--- src/rtl/block_mult.sv ---
`default_nettype none
// ============================================================================
// block_mult : JxK by KxJ signed block multiply on one shared MAC unit
// Revision   : 1.0
// ============================================================================
module block_mult #(
  parameter int DATA_W = 16,
  parameter int J      = 4,
  parameter int K      = 4,
  parameter int ACC_W  = 2*DATA_W+4
) (
  input  logic                      clk,
  input  logic                      rst,
  input  logic                      start,
  input  logic [J*K*DATA_W-1:0]     block_a,
  input  logic [K*J*DATA_W-1:0]     block_b,
  output logic                      busy,
  output logic                      done,
  output logic [J*J*ACC_W-1:0]      block_c
);

  localparam int JW = (J > 1) ? $clog2(J) : 1;
  localparam int KW = (K > 1) ? $clog2(K) : 1;
  localparam int PW = 2*DATA_W;
  localparam logic [JW-1:0] J_LAST = JW'(J-1);
  localparam logic [KW-1:0] K_LAST = KW'(K-1);

  localparam logic [0:0] S_IDLE = 1'b0;
  localparam logic [0:0] S_MAC  = 1'b1;

  logic [0:0]               state_q, state_d;
  logic [JW-1:0]            i_q, i_d, j_q, j_d;
  logic [KW-1:0]            k_q, k_d;
  logic [ACC_W-1:0]         acc_q, acc_d;
  logic [J*K*DATA_W-1:0]    a_q;
  logic [K*J*DATA_W-1:0]    b_q;
  logic [ACC_W-1:0]         c_q [J*J];
  logic                     done_q, done_d;
  logic                     load, wr_en, last;

  logic signed [DATA_W-1:0] a_el [J][K];
  logic signed [DATA_W-1:0] b_el [K][J];
  logic signed [DATA_W-1:0] a_sel, b_sel;
  logic signed [PW-1:0]     prod;
  logic [ACC_W-1:0]         prod_ext, sum;

  for (genvar r = 0; r < J; r++) begin : g_row
    for (genvar c = 0; c < K; c++) begin : g_col
      assign a_el[r][c] = a_q[(r*K+c)*DATA_W +: DATA_W];
      assign b_el[c][r] = b_q[(c*J+r)*DATA_W +: DATA_W];
    end
  end

  // Single shared multiplier and adder
  assign a_sel = a_el[i_q][k_q];
  assign b_sel = b_el[k_q][j_q];
  assign prod  = PW'(a_sel) * PW'(b_sel);

  if (ACC_W >= PW) begin : g_sext
    assign prod_ext = ACC_W'(prod);
  end else begin : g_trunc
    assign prod_ext = prod[ACC_W-1:0];
  end

  if (K == 1) begin : g_k1
    assign sum = prod_ext;
  end else begin : g_kn
    assign sum = acc_q + prod_ext;
  end

  assign load = (state_q == S_IDLE) && start;
  assign last = (i_q == J_LAST) && (j_q == J_LAST) && (k_q == K_LAST);

  always_ff @(posedge clk or negedge rst) begin
    if (!rst) state_q <= S_IDLE;
    else      state_q <= state_d;
  end

  always_comb begin
    state_d = state_q;
    case (state_q)
      S_IDLE:  if (start) state_d = S_MAC;
      S_MAC:   if (last)  state_d = S_IDLE;
      default: state_d = S_IDLE;
    endcase
  end

  always_comb begin
    busy = (state_q == S_MAC);
    done = done_q;
  end

  always_comb begin
    i_d    = i_q;
    j_d    = j_q;
    k_d    = k_q;
    acc_d  = acc_q;
    wr_en  = 1'b0;
    done_d = 1'b0;
    if (load) begin
      i_d   = '0;
      j_d   = '0;
      k_d   = '0;
      acc_d = '0;
    end else if (state_q == S_MAC) begin
      if (k_q == K_LAST) begin
        wr_en  = 1'b1;
        acc_d  = '0;
        k_d    = '0;
        done_d = last;
        if (j_q == J_LAST) begin
          j_d = '0;
          i_d = (i_q == J_LAST) ? '0 : i_q + 1'b1;
        end else begin
          j_d = j_q + 1'b1;
        end
      end else begin
        acc_d = sum;
        k_d   = k_q + 1'b1;
      end
    end
  end

  always_ff @(posedge clk or negedge rst) begin
    if (!rst) begin
      i_q    <= '0;
      j_q    <= '0;
      k_q    <= '0;
      acc_q  <= '0;
      a_q    <= '0;
      b_q    <= '0;
      done_q <= 1'b0;
    end else begin
      i_q    <= i_d;
      j_q    <= j_d;
      k_q    <= k_d;
      acc_q  <= acc_d;
      done_q <= done_d;
      if (load) begin
        a_q <= block_a;
        b_q <= block_b;
      end
    end
  end

  // Each result element only updates when the walk reaches its (i,j) slot
  for (genvar e = 0; e < J*J; e++) begin : g_c
    always_ff @(posedge clk or negedge rst) begin
      if (!rst)
        c_q[e] <= '0;
      else if (wr_en && (i_q == JW'(e / J)) && (j_q == JW'(e % J)))
        c_q[e] <= sum;
    end
    assign block_c[e*ACC_W +: ACC_W] = c_q[e];
  end

endmodule
`default_nettype wire

--- config.mk ---
export PLATFORM = sky130hd
export DESIGN_NAME = block_mult
export DESIGN_NICKNAME = d
export VERILOG_FILES = /design/src/rtl/block_mult.sv
export SDC_FILE = /design/constraint.sdc
export NUM_CORES = 2
export LEC_CHECK = 0
export ABC_AREA = 1
export BUFFER_PORTS_ARGS = -buffer_cell sky130_fd_sc_hd__buf_2
export CORE_AREA = 3 3 428 430
export CTS_BUF_LIST = sky130_fd_sc_hd__clkbuf_2 sky130_fd_sc_hd__clkbuf_4 sky130_fd_sc_hd__clkbuf_8
export CTS_CLUSTER_SIZE = 8
export DETAILED_ROUTE_END_ITERATION = 10
export DIE_AREA = 0 0 431 433
export PLACE_DENSITY = 0.55
export RECOVER_POWER = 25
export SETUP_SLACK_MARGIN = 0.02
export SYNTH_ARGS = -nofsm -noshare
export SYNTH_HDL_FRONTEND = slang
export SYNTH_SLANG_ARGS = --single-unit
--- constraint.sdc ---
create_clock -name clk -period 8.81 [get_ports clk]
set_clock_uncertainty 0.1 [all_clocks]
set_input_delay 2.2025 -clock clk [delete_from_list [all_inputs] [get_ports clk]]
set_output_delay 2.2025 -clock clk [all_outputs]
set_load 0.03 [all_outputs]
==> flow_summary_export.csv <==
group,metric,value,unit
status,outcome,"finished with violations",
status,violations,"capacitance limit, slew limit",
cts,htreeDepth,4,
global_routing,grt_max_degree,180,
logic_synthesis,synth_top_area_cell,"dfrtp_1",
logic_synthesis,yosysSeqAreaShare,0.478,
flow_run,cap_violations,14,
floorplan,core,180000,um2
global_routing,grt_pass1_vias,51200,
placement,gp_congestion,0.926,
worst_setup_path,r2r_end,"block_c[345]",
logic_synthesis,synth_top_family_by_area,"simple AND/OR/NAND/NOR gates",
cts,clock_path_buffers,3,
worst_setup_path,critPathLaunchType,"register",
cells_and_area,area_growth,30.1,%
logic_synthesis,async_reset_ff_frac,1.00,
routing,vias_per_cell,5.04,
hold_path,hold_start,"block_c[446]",
logic_synthesis,ys_types,47,
cts,tritoncts,"built",
logic_synthesis,synth_edf_count,0,
placement,portBuffers,1092,
floorplan,dieHeight,433,um
sta,fin_hold_ws,375,ps
logic_synthesis,netlist.area_leader.share,0.478,
logic_synthesis,synth_ff_type,"dfrtp_1",
logic_synthesis,synth.area.mux_share,0.0973,
sta,finalCritPeriodShare,0.974,
global_routing,grt_first_pass_wirelength,344,mm
worst_setup_path,critPathMaxStageDelay,580,ps
sta,rsz0062_at_grt,"yes",
sta,max_freq,0.117,GHz
logic_synthesis,syn_inst,6122,
logic_synthesis,syn-num-nets,7026,
sta,setup_slack,230,ps
worst_setup_path,critPathLaunch,"k_q[0]",
cts,cts_made_buffers,196,
logic_synthesis,synth_xor_xnor_area_share,0.00655,
hold_path,hold_end,"block_c[446]",
cells_and_area,fin_nets,8495,
global_routing,grt_use_total,0.247,
sta,maxSlewViolCount,852,
sta,fin_crit,8580,ps
worst_setup_path,slowest_stage,"dfrtp_4",
sta,tightest_slew,5140,ps
hold_path,min_path_type,"reg2reg",
placement,dp.final_hpwl,175,mm
worst_setup_path,end_kind,"register",
logic_synthesis,synth.area.top_cells,"dfrtp_1, mux2_2, nand2_1, fa_1, o21ai_0",
routing,drt_iter0_drc,4310,
cells_and_area,layout-drive-gt1-share,0.361,
cts,clk_pin_slew,60,ps
logic_synthesis,synth_fa_ha_area_frac,0.116,
floorplan,dieArea,187000,um2
sta,hold_violations,0,
logic_synthesis,synth_warnings,0,
logic_synthesis,synth-compound-area-share,0.0816,
cells_and_area,mostFrequentLayoutCell,"nand2_1",
cts,clkLatencyLatePin,960,ps
global_routing,antenna_found_initial,67,
cts,cts.sinks,1132,
logic_synthesis,synthSimpleGateAreaFrac,0.155,
routing,drc,0,
floorplan,rows,156,
worst_setup_path,cpMostUsedCell,"inv_1",
hold_path,hold_depth,2,
floorplan,initial_utilization,0.329,
routing,wl_per_cell,23.8,um
floorplan,die_x,431,um
sta,max_slew_margin,-2.42,
global_routing,overflow,0,
cts,cts_root_buf,"clkbuf_8",
worst_setup_path,path_max_fanout,23,
logic_synthesis,avgSynthCellArea,9.68,um2
routing,drtPass1Iterations,6,
routing,wirelength,241,mm
sta,setup_viol,0,
routing,ant_nets,0,
worst_setup_path,r2r-start,"k_q[0]",
worst_setup_path,crit_arrival,9340,ps
floorplan,ios,1093,
cts,cts_hold_buffers,0,
cells_and_area,most-common-layout-cells,"nand2_1, dfrtp_1, buf_2",
worst_setup_path,worstPathRequired,9570,ps
worst_setup_path,reg2regPathDepth,42,
logic_synthesis,netlist_area,59200,um2
placement,post-place-ws,-271,ps
worst_setup_path,r2r_setup_slack,230,ps
routing,num_vias,51100,
logic_synthesis,ys_seq_elements,1132,
worst_setup_path,crit_type,"reg2reg",
==> synth_stat cells, types with 3 or more instances <==
cell type and count:
xnor2_2 4, inv_2 3, nand4_1 10, o211ai_1 38
nand3_1 414, o221ai_1 94, o21ai_2 3, buf_1 9
nor2_2 5, buf_2 140, ha_1 126, dfrtp_1 1132
a21oi_1 63, xor2_1 18, a31oi_1 10, a21oi_2 6
clkinv_1 18, nor4_1 4, buf_4 15, nand3_2 11
a21o_1 5, buf_6 10, or2_1 5, nand2_2 15
nor2_1 361, clkbuf_1 200, nand4_2 4, o21bai_1 5
inv_1 557, mux2_2 512, nor3_1 9, nand2_1 1408
fa_1 263, o21ai_0 540, xnor2_1 17, o22ai_1 37
o21ai_1 39
==> through the flow <==
stage / TNS (ps) / cell area [um2] / util / std cells
floorplan: 0 / 59200 / - / 6122
global placement: -24770 / 70800 / 0.393 / 9693
detailed placement: -33480 / 70800 / 0.393 / 9693
CTS: 0 / 75100 / 0.417 / 10000
global route: -2130 / 77000 / 0.427 / 10100
finish: 0 / 77000 / 0.428 / 10100
==> how the worst max path moves through the flow <==
| stage | end | slack, ps |
|---|---|---|
| floorplan | block_c[30] | 730 |
| global placement | block_c[568] | -260 |
| detailed placement | block_c[31] | -270 |
| CTS | block_c[133] | 10 |
| global route | block_c[249] | -60 |
| finish | block_c[345] | 230 |
==> worst max-delay path: cells and delay by family (launching register included) <==
| family | cells | cell delay [ps] |
|---|---|---|
| adders and majority gates | 8 | 3450 |
| buffers and inverters | 15 | 1860 |
| and+or+nand+nor | 12 | 1400 |
| AOI/OAI and AO/OA | 6 | 910 |
| DFF | 1 | 580 |
| xor gates and xnor gates | 1 | 180 |
==> state kept, by name (all words and copies together) (netlist names) <==
register,count
block_c,576
a_q,256
b_q,256
acc_q,36
i_q,2
j_q,2
k_q,2
busy,1
done,1
==> routing by layer <==
| layer | share of wire | global-route usage | wire length, um |
|---|---|---|---|
| met5 | 0.0015 | 0 | 360 |
| met4 | 0.044 | 0.103 | 10700 |
| met3 | 0.080 | 0.0619 | 19300 |
| met2 | 0.47 | 0.408 | 113000 |
| met1 | 0.40 | 0.309 | 96900 |
==> final cells by class <==
class                           count  area, um2
Timing Repair Buffer             1643      11100
Clock inverter                     33        353
Sequential cell                  1132      28300
Multi-Input combinational cell   4039      28200
Tap cell                         2370       2970
Antenna cell                       28       70.1
Fill cell                       17700     103000
Clock buffer                      305       3860
Timing Repair inverter              1       8.76
Inverter                          578       2210
==> logic make-up after synthesis <==
family / after synthesis
compound gates: 847
xor+xnor: 40
fa+ha+maj: 389
buf+inv: 952
flops: 1132
mux: 512
simple gates: 2250
==> what timing repair did <==
item	4_1_cts	5_1_grt
endpoints found under the setup margin	193	375
resized for setup	27	321
gates cloned	1	19
buffers inserted	2	49
pin swaps	1	83
Power is left out: the tool's default activity adds up to more than one toggle a clock period on the data nets, which glitch-free logic cannot reach.
